<file path="src/rtl/hazard_ctrl.sv">
// Pipeline hazard unit: tracks EX/MEM/WB destination slots, drives the EX
// forwarding muxes and the stall/flush/bubble controls for IF and ID.
module hazard_ctrl (
    input  logic       clk,
    input  logic       rst,
    input  logic [4:0] ID_rs,
    input  logic [4:0] ID_rt,
    input  logic [4:0] ID_waddr,
    input  logic       ID_regwrite,
    input  logic       ID_memread,
    input  logic       ID_useb,
    input  logic       branch_taken,
    input  logic       hold,
    output logic [1:0] EX_forward1,
    output logic [1:0] EX_forward2,
    output logic       stall_if,
    output logic       stall_id,
    output logic       flush_id,
    output logic       bubble_ex
);

    typedef struct packed {
        logic       regwrite;
        logic       memread;
        logic [4:0] waddr;
    } slot_t;

    localparam logic [1:0] FWD_RDATA = 2'b00;
    localparam logic [1:0] FWD_WB    = 2'b01;
    localparam logic [1:0] FWD_MEM   = 2'b10;

    slot_t      ex_q;
    slot_t      mem_q;
    slot_t      wb_q;
    logic [4:0] ex_rs_q;
    logic [4:0] ex_rt_q;

    logic load_use;
    logic branch_dep;
    logic stall;

    // Register 0 is hardwired, so a write to it never produces a usable result.
    function automatic logic slot_hit(input slot_t s, input logic [4:0] r);
        return s.regwrite && (s.waddr == r) && (r != 5'd0);
    endfunction

    function automatic logic [1:0] fwd_sel(input slot_t m, input slot_t w,
                                           input logic [4:0] r);
        if (slot_hit(m, r))
            return FWD_MEM;
        else if (slot_hit(w, r))
            return FWD_WB;
        else
            return FWD_RDATA;
    endfunction

    always_ff @(posedge clk) begin
        if (rst) begin
            ex_q    <= '0;
            mem_q   <= '0;
            wb_q    <= '0;
            ex_rs_q <= '0;
            ex_rt_q <= '0;
        end else if (!hold) begin
            wb_q  <= mem_q;
            mem_q <= ex_q;
            if (bubble_ex) begin
                ex_q    <= '0;
                ex_rs_q <= '0;
                ex_rt_q <= '0;
            end else begin
                ex_q    <= '{regwrite: ID_regwrite, memread: ID_memread, waddr: ID_waddr};
                ex_rs_q <= ID_rs;
                ex_rt_q <= ID_rt;
            end
        end
    end

    always_comb begin
        EX_forward1 = fwd_sel(mem_q, wb_q, ex_rs_q);
        EX_forward2 = fwd_sel(mem_q, wb_q, ex_rt_q);

        load_use = ex_q.memread && (slot_hit(ex_q, ID_rs) || slot_hit(ex_q, ID_rt));

        // Branches compare in ID, so an EX result or a load still in MEM is too late.
        branch_dep = ID_useb &&
                     (slot_hit(ex_q, ID_rs) || slot_hit(ex_q, ID_rt) ||
                      (mem_q.memread && (slot_hit(mem_q, ID_rs) || slot_hit(mem_q, ID_rt))));

        stall = load_use || branch_dep;
    end

    assign stall_if  = stall | hold;
    assign stall_id  = stall | hold;
    assign bubble_ex = stall & ~hold;
    assign flush_id  = branch_taken & ~stall & ~hold;

endmodule
</file>
<file path="config.mk">
export PLATFORM = sky130hd
export DESIGN_NAME = hazard_ctrl
export DESIGN_NICKNAME = d
export VERILOG_FILES = /design/src/rtl/hazard_ctrl.sv
export SDC_FILE = /design/constraint.sdc
export NUM_CORES = 1
export LEC_CHECK = 0
export CORE_UTILIZATION = 58
export CTS_BUF_LIST = sky130_fd_sc_hd__clkbuf_2
export CTS_CLUSTER_SIZE = 16
export DETAILED_ROUTE_END_ITERATION = 8
export GPL_TIMING_DRIVEN = 1
export PLACE_DENSITY = 0.84
export SLEW_MARGIN = 20
export SYNTH_ARGS = -nofsm -noshare
export SYNTH_HDL_FRONTEND = slang
export SYNTH_SLANG_ARGS = --single-unit
</file>
<file path="constraint.sdc">
create_clock -name clk -period 2.75 [get_ports clk]
set_input_delay 0.4125 -clock clk [delete_from_list [all_inputs] [get_ports clk]]
set_output_delay 0.4125 -clock clk [all_outputs]
set_load 0.01 [all_outputs]
</file>
==> out/qor.yml, run 1 <==
setup_path:
  cp_max_fo: 2
  r2r_slack_ns: 0.51
  cp-start-kind: "primary input"
  crit_type: "in2out"
  cp-end-kind: "output pin"
  required_ns: 2.34
  arrival_ns: 2.27
grt:
  grt_pass1_wl_mm: 5.96
  grt_max_degree: 18
  grt_overflow: 0
  track_usage: 0.296
  grt_pass1_vias: 1318
  antenna_found_initial: 0
finish:
  syn2layout_area_growth_pct: 26.5
  nets: 225
  fin_area_um2: 2020
  layout-drive-gt1-share: 0.186
  antenna_cells: 0
drt:
  postRouteAntennaNets: 0
  dr.pass1.iters: 4
  vias: 1323
  vias_per_cell: 5.65
  first_iter_violations: 26
  wl_per_cell_um: 16.2
  wl_mm: 3.79
  route.detailed.drc: 0
floorplanning:
  die_h_um: 54.5
  coreArea_um2: 2540
  chipWidth_um: 54.5
  dieArea_um2: 2970
  initial_core_util: 0.627
  io_pins: 30
  fp-row-count: 18
timing:
  tightest_slew_ns: 0.882
  slew_viol_final: 0
  slew-limit-headroom: 0.407
  setup_viol: 0
  hold_violations: 0
  fmax_mhz: 373
  finalWorstSetupSlack_ns: 0.0669
  fin_crit_sh: 0.976
  skew_ns: 0.0223
  rsz0062_at_grt: "false"
  post-route-min-period_ns: 2.68
run:
  cap_violations: 0
yosys:
  netlist_area_um2: 1600
  ys_seq_elements: 30
  yosysTopAreaCell: "dfxtp_1"
  ys_types: 24
  yosysTopAreaCellShare: 0.376
  syn_nets: 186
  ys.warnings.count: 0
  syn_avg_cell_area_um2: 9.73
  syn_inst: 164
  ys_seq_area_frac: 0.376
  yosys-top-cells-area: "dfxtp_1 38%, xnor2_1 13%, xor2_1 8.8%"
pwr:
  vdd_drop_max_uv: 573
  p_leak_nw: 0.854
  pwr_density_cell_nw_per_um2: 474
place:
  dpl_cell_area_um2: 1960
  gp_congestion: 0.905
  io_buffer_count: 29
  place_ws_ns: -0.216
  detailed_place_hpwl_mm: 2.82
run_status:
  status: "finished, final reports clean"
clock_tree:
  cts_root_buf: "clkbuf_2"
  clk_pin_slew_ns: 0.15
  cts_max_level: 2
  insertion_delay_ns: 0.38
  clk_path_buf_depth: 2
  post_cts_buffers: 0
  cts_tree: "yes"
  cts_sinks: 30
  cts_hold_buf: 0
  cts_buffers: 5
hold_path:
  hold_class: "in2reg"
## through the flow
| stage | cells | utilization | hold WS (ns) | total power, mW | setup TNS (ns) |
|---|---|---|---|---|---|
| final | 234 | 0.794 | 0.465 | 0.957 | 0 |
| after global routing | 234 | 0.794 | 0.479 | 0.998 | 0 |
| after CTS | 234 | 0.791 | 0.499 | 0.958 | 0 |
| after detailed placement | 226 | 0.768 | 0.493 | 0.658 | -0.699 |
| after global placement | 226 | 0.768 | 0.476 | 0.651 | -0.560 |
| after floorplan | 164 | - | 0.457 | 0.585 | 0 |
## final cells by class
cell class	count	area (um^2)
clock buffer	5	25.0
clock inverter	3	40.0
fill	186	526
inverter	1	3.75
multi-input combinational	121	918
sequential	30	603
tap	30	37.5
timing repair buffer	44	392
## placed cells by master, fill, tap and decap left out, types with 4 or more instances in the layout
| cell type | count |
|---|---|
| a22o_2 | 7 |
| buf_4 | 15 |
| nor3_1 | 5 |
| clkbuf_2 | 5 |
| mux2i_1 | 13 |
| dlygate4sd2_1 | 11 |
| xnor2_1 | 24 |
| dfxtp_1 | 28 |
| a22o_1 | 10 |
| nand2_1 | 4 |
| nor4_1 | 4 |
| nor2_1 | 20 |
| xor2_1 | 16 |
| nand4_1 | 8 |
| clkdlybuf4s50_1 | 16 |
## timing repair
action	4_1_cts	5_1_grt
pin swaps	1	0
setup endpoints to repair	6	3
resized for setup	15	2
## worst max-delay path, cell delays in order
cell	delay [ns]
clkdlybuf4s50_1	0.45
nor3_2	0.21
nand2_1	0.09
nand4_1	0.11
a21oi_2	0.08
or3_2	0.48
buf_4	0.15
dlygate4sd2_1	0.28
## cells by family after synthesis
family                    count (synthesis)  synth area share
AOI/OAI and AO/OA                        20             0.113
xor gates and xnor gates                 40             0.219
buffers and inverters                    13            0.0533
DFF                                      30             0.376
muxes                                    13            0.0815
and+or+nand+nor                          48             0.157
## flip-flops by register name (all words and copies together), names as in the netlist
name,count
ex_rt_q,5
ex_q,7
mem_q,7
ex_rs_q,5
wb_q,6
## cells in the mapped netlist (all sizes together)
cell type	count
mux2i	13
xnor2	24
nor2b	1
inv	1
nand4	8
clkbuf	2
a21oi	2
nor2	20
or3	1
nand3	1
a22o	17
buf	10
o21ai	1
nor3	6
xor2	16
or4	2
dfxtp	30
nor4	5
nand2	4
## routing by layer
metal,share of wire,vias up,track usage
li1,-,653,-
met1,0.42,628,0.333
met2,0.53,37,0.539
met3,0.044,5,0.0667
met4,0.011,0,0.103
met5,0,-,0
## worst paths after layout
| path | end | depth (start not counted) | start |
|---|---|---|---|
| hold reg to reg | ex_q[5] | 1 | ex_q[5] |
| setup reg to reg | ex_q[2] | 8 | mem_q[0] |
| hold / removal | ex_rs_q[2] | 3 | ID_rs[2] |
| setup / recovery | stall_id | 8 | ID_rt[0] |
## where the power goes
| group | leakage (nW) | internal (mW) | total (mW) | switching (mW) |
|---|---|---|---|---|
| clock | 0.0427 | 0.151 | 0.310 | 0.159 |
| combinational | 0.565 | 0.0936 | 0.163 | 0.0693 |
| sequential | 0.246 | 0.455 | 0.484 | 0.0290 |
| total | 0.854 | 0.700 | 0.957 | 0.258 |
(Power assumes the default switching activity.)
==> run 2: changes to the inputs <==
MAX_ROUTING_LAYER = met4   (was default)
==> run 2 against run 1 <==
Compared with the run above: cell count stayed put; sequential share of layout area is the same; count of clock-buffer cells in the layout is the same; via count decreased by 0.38%; worst setup slack lost 0.0066 ns; sequential cell count unchanged; total power about the same; register-to-register slack about the same; clock skew decreased by 0.00085 ns; wire length up 0.24%; global-route usage rose by 0.79 points; worst hold slack lost 0.0017 ns.
==> out/qor.yml, run 2 (synthesized netlist as in run 1, its figures left out) <==
grt:
  antenna_found_initial: 0
  grt_max_degree: 18
  grt_pass1_wl_mm: 5.95
  track_usage: 0.304
  grt_pass1_vias: 1320
  grt_overflow: 0
pwr:
  p_leak_nw: 0.854
  p_seq_frac: 0.506
  p_total_mw: 0.958
  p_comb_frac: 0.170
  p_clk_frac: 0.324
  intPower_mw: 0.700
  pwr_density_cell_nw_per_um2: 474
  p_switching_mw: 0.258
  vdd_drop_max_uv: 573
  switching_share: 0.269
timing:
  post-route-min-period_ns: 2.69
  tightest_slew_ns: 0.881
  fmax_mhz: 372
  skew_ns: 0.0215
  slew-limit-headroom: 0.408
  setup_viol: 0
  rsz0062_at_grt: "false"
  slew_viol_final: 0
  finalWorstSetupSlack_ns: 0.0603
  hold_violations: 0
  fin_crit_sh: 0.978
setup_path:
  worst_path_max_delay_cell: "or3_2"
  path_delay_family: "simple AND/OR/NAND/NOR gates"
  arrival_ns: 2.28
  max_stage_delay_ns: 0.48
  cp-end-kind: "output pin"
  crit_chain: "clkdlybuf4s50_1, nor3_2, nand2_1, nand4_1, a21oi_2, or3_2, buf_4, dlygate4sd2_1"
  cp_max_fo: 2
  required_ns: 2.34
  path_buf_inv: 3
  crit_type: "in2out"
  cp-start-kind: "primary input"
clock_tree:
  cts_buffers: 5
  cts_tree: "yes"
  clk_pin_slew_ns: 0.15
  cts_hold_buf: 0
  cts_sinks: 30
  clk_path_buf_depth: 2
  cts_max_level: 2
  cts_root_buf: "clkbuf_2"
  insertion_delay_ns: 0.38
  post_cts_buffers: 0
place:
  io_buffer_count: 29
  gp_congestion: 0.920
  place_ws_ns: -0.216
  dpl_cell_area_um2: 1960
  detailed_place_hpwl_mm: 2.82
finish:
  syn2layout_area_growth_pct: 26.5
  mostFrequentLayoutCells: "28 x dfxtp_1, 24 x xnor2_1, 20 x nor2_1, 16 x xor2_1, 16 x clkdlybuf4s50_1"
  mostFrequentLayoutCell: "dfxtp_1"
  n_fill_cell: 186
  antenna_cells: 0
  multi_input_area_um2: 918
  fin_area_um2: 2020
  largestRegisters: "ex_q: 7 flops, mem_q: 7 flops, wb_q: 6 flops"
  layout-drive-gt1-share: 0.186
  nets: 225
  seq_area_um2: 603
floorplanning:
  coreArea_um2: 2540
  dieArea_um2: 2970
  fp-row-count: 18
  io_pins: 30
  initial_core_util: 0.627
  die_h_um: 54.5
  chipWidth_um: 54.5
drt:
  route.detailed.drc: 0
  dr.pass1.iters: 4
  first_iter_violations: 24
  wl_mm: 3.80
  wl_per_cell_um: 16.2
  vias_per_cell: 5.63
  vias: 1318
  postRouteAntennaNets: 0
hold_path:
  hold_class: "in2reg"
run_status:
  status: "finished, final reports clean"
run:
  cap_violations: 0
-- run 2: path summary, 6_finish.rpt --
kind / startpoint / to / slack (ns) / cells after the start
worst min-delay path: ID_rs[2] / ex_rs_q[2] / 0.46 / 3
worst max-delay path: ID_rt[0] / stall_id / 0.06 / 8
worst min register to register: ex_q[5] / ex_q[5] / 0.52 / 1
worst max register to register: mem_q[0] / ex_q[2] / 0.51 / 8
-- run 2: worst register-to-register path: stages, from the launching register on --
cell and delay (ns):
dfxtp_1 0.54, xor2_1 0.19, nor3_1 0.07, nand4_1 0.10, a21oi_2 0.08, buf_4 0.14
buf_4 0.13, nor4_4 0.66, a22o_2 0.28
-- run 2: metrics by stage --
stage,utilization,hold slack (ns),cells,TNS [ns]
floorplan,-,0.457,164,0
global placement,0.768,0.476,226,-0.560
detailed placement,0.768,0.493,226,-0.699
CTS,0.791,0.499,234,0
global route,0.794,0.479,234,0
finish,0.794,0.463,234,0
-- run 2: repair_timing --
action / CTS / global route
setup endpoints to repair: 6 / 3
gates resized for setup: 15 / 2
pin swaps: 1 / 0
-- run 2: final cells by class --
class | instances | share of cell area
inverter | 1 | 0.00186
timing repair buffer | 44 | 0.194
tap | 30 | 0.0186
clock buffer | 5 | 0.0124
multi-input combinational | 121 | 0.455
clock inverter | 3 | 0.0198
sequential | 30 | 0.299
-- run 2: routing by layer --
layer / global-route usage / wire, um / vias to the layer above
li1: - / - / 653
met1: 0.332 / 1610 / 630
met2: 0.539 / 2000 / 30
met3: 0.0667 / 145 / 5
met4: 0.103 / 43 / 0
met5: - / 0 / -
-- run 2: power groups by stage --
stage	Sequential, mW	Combinational (mW)	Clock [mW]
6_report	0.484	0.163	0.311
3_5_place_dp	0.492	0.165	0
2_1_floorplan	0.481	0.105	0
4_1_cts	0.484	0.163	0.312
3_3_place_gp	0.492	0.159	0
5_1_grt	0.487	0.177	0.334
==> run 3: changes to the inputs <==
ABC_CLOCK_PERIOD_IN_PS = 2600   (was default)
CAP_MARGIN = 10   (was default)
CORE_UTILIZATION = 53   (was 58)
PLACE_DENSITY = 0.77   (was 0.84)
clock period = 2.6 ns   (was 2.75 ns; I/O delays follow)
==> run 3 against run 2 <==
Compared with the run above: the run now ends with DRC left; cell area grew 1.1%; die area up 9.1%; total power grew 8.1%; sequential power grew 6.0%; register-to-register slack worse by 0.10 ns; clock skew fell by 0.0043 ns; combinational power is 10% higher; core utilization decreased by 6.6 points; first-iteration DRC count is 120% higher; global-route usage shrank 2.1 points; wire length is 6.9% higher; critical endpoint is now EX_forward1[0]; highest routed layer unchanged.
==> out/qor.yml, run 3 (synthesized netlist as in run 1, its figures left out) <==
drt:
  first_iter_violations: 52
  postRouteAntennaNets: 0
  wl_mm: 4.06
  vias: 1368
  wl_per_cell_um: 17.2
  vias_per_cell: 5.80
  dr.pass1.iters: 6
  route.detailed.drc: 5
place:
  detailed_place_hpwl_mm: 3.01
  dpl_cell_area_um2: 1960
  dp.cells: 228
  io_buffer_count: 29
  gp_congestion: 0.809
finish:
  fin_cells: 236
  multi_input_area_um2: 931
  fin_area_um2: 2040
  largestRegisters: "ex_q: 7 flops, mem_q: 7 flops, wb_q: 6 flops"
  antenna_cells: 0
  n_fill_cell: 227
  seq_area_um2: 607
  syn2layout_area_growth_pct: 27.9
  layout-drive-gt1-share: 0.224
  nets: 226
  utilization: 0.728
  mostFrequentLayoutCells: "25 x dfxtp_1, 24 x xnor2_1, 18 x nor2_1, 17 x clkdlybuf4s50_1"
  mostFrequentLayoutCell: "dfxtp_1"
pwr:
  p_leak_nw: 0.845
  p_switching_mw: 0.291
  p_seq_frac: 0.495
  pwr_density_cell_nw_per_um2: 507
  p_comb_frac: 0.174
  p_clk_frac: 0.331
  switching_share: 0.281
  intPower_mw: 0.744
  vdd_drop_max_uv: 344
floorplanning:
  chipWidth_um: 56.9
  die_h_um: 56.9
  io_pins: 30
  dieArea_um2: 3240
  initial_core_util: 0.569
  coreArea_um2: 2810
  fp-row-count: 19
timing:
  setup_viol: 0
  fin_crit_sh: 0.971
  hold_violations: 0
  fin_setup_tns_ns: 0
  slew-limit-headroom: 0.366
  whs_ns: 0.500
  fmax_mhz: 396
  tightest_slew_ns: 0.945
  post-route-min-period_ns: 2.52
  skew_ns: 0.0172
  slew_viol_final: 0
clock_tree:
  cts_root_buf: "clkbuf_2"
  cts_buffers: 5
  cts_hold_buf: 0
  clk_pin_slew_ns: 0.18
  clk_path_buf_depth: 2
  cts_tree: "yes"
  cts_sinks: 30
  cts_max_level: 2
  insertion_delay_ns: 0.37
grt:
  track_usage: 0.282
  grt_overflow: 0
  grt_pass1_vias: 1430
  antenna_found_initial: 0
  grt_pass1_wl_mm: 6.69
  grt_max_degree: 18
setup_path:
  arrival_ns: 2.13
  cp-start-kind: "flop"
  cp-end-kind: "output pin"
  cp_max_fo: 4
  required_ns: 2.21
  crit_type: "reg2out"
hold_path:
  hold_class: "in2reg"
run_status:
  violations: "DRC"
  status: "finished with violations"
run:
  cap_violations: 0
==> run 3: per-layer routing <==
layer,vias up,track usage,share of wire
met5,-,-,0
met4,0,0.115,0.015
met3,9,0.0622,0.053
met2,42,0.474,0.52
met1,663,0.324,0.42
li1,654,-,-
==> run 3: what timing repair did <==
action / 4_1_cts / 5_1_grt
resized for setup: 14 / 9
hold endpoints to repair: 0 / 0
endpoints found under the setup margin: 7 / 6
buffers inserted: 0 / 0
==> run 3: stage by stage <==
step / total power [mW] / setup slack [ns]
3_3_place_gp: 0.691 / -0.281
3_5_place_dp: 0.700 / -0.322
6_report: 1.04 / 0.0765
4_1_cts: 1.03 / 0.0126
2_1_floorplan: 0.619 / 0.693
5_1_grt: 1.08 / -0.0134
==> run 3: cell type report <==
type / count / share of cell area
sequential: 30 / 0.297
clock buffer: 5 / 0.0123
timing repair buffer: 45 / 0.192
multi-input combinational: 121 / 0.456
clock inverter: 3 / 0.0221
inverter: 1 / 0.00184
tap: 31 / 0.0190
==> run 3: path summary, 6_finish.rpt <==
kind | startpoint | to | slack [ns] | depth (start not counted)
max | ex_rs_q[1] | EX_forward1[0] | 0.08 | 5
max reg2reg | ex_q[2] | ex_q[0] | 0.41 | 7
min reg2reg | ex_q[5] | ex_q[5] | 0.53 | 1
min | ID_rs[1] | ex_rs_q[1] | 0.50 | 2
==> run 3: critical path, stage by stage, from the launching register on <==
cell	delay, ns
dfxtp_2	0.39
or4_1	0.55
nor2_2	0.16
nor4_2	0.08
nor4_1	0.27
dlygate4sd2_1	0.31
==> run 3: power by group through the flow <==
stage	combinational [mW]	sequential, mW	clock, mW
floorplan	0.111	0.509	0
global placement	0.171	0.520	0
detailed placement	0.179	0.521	0
CTS	0.175	0.511	0.346
global route	0.195	0.516	0.366
finish	0.180	0.513	0.343
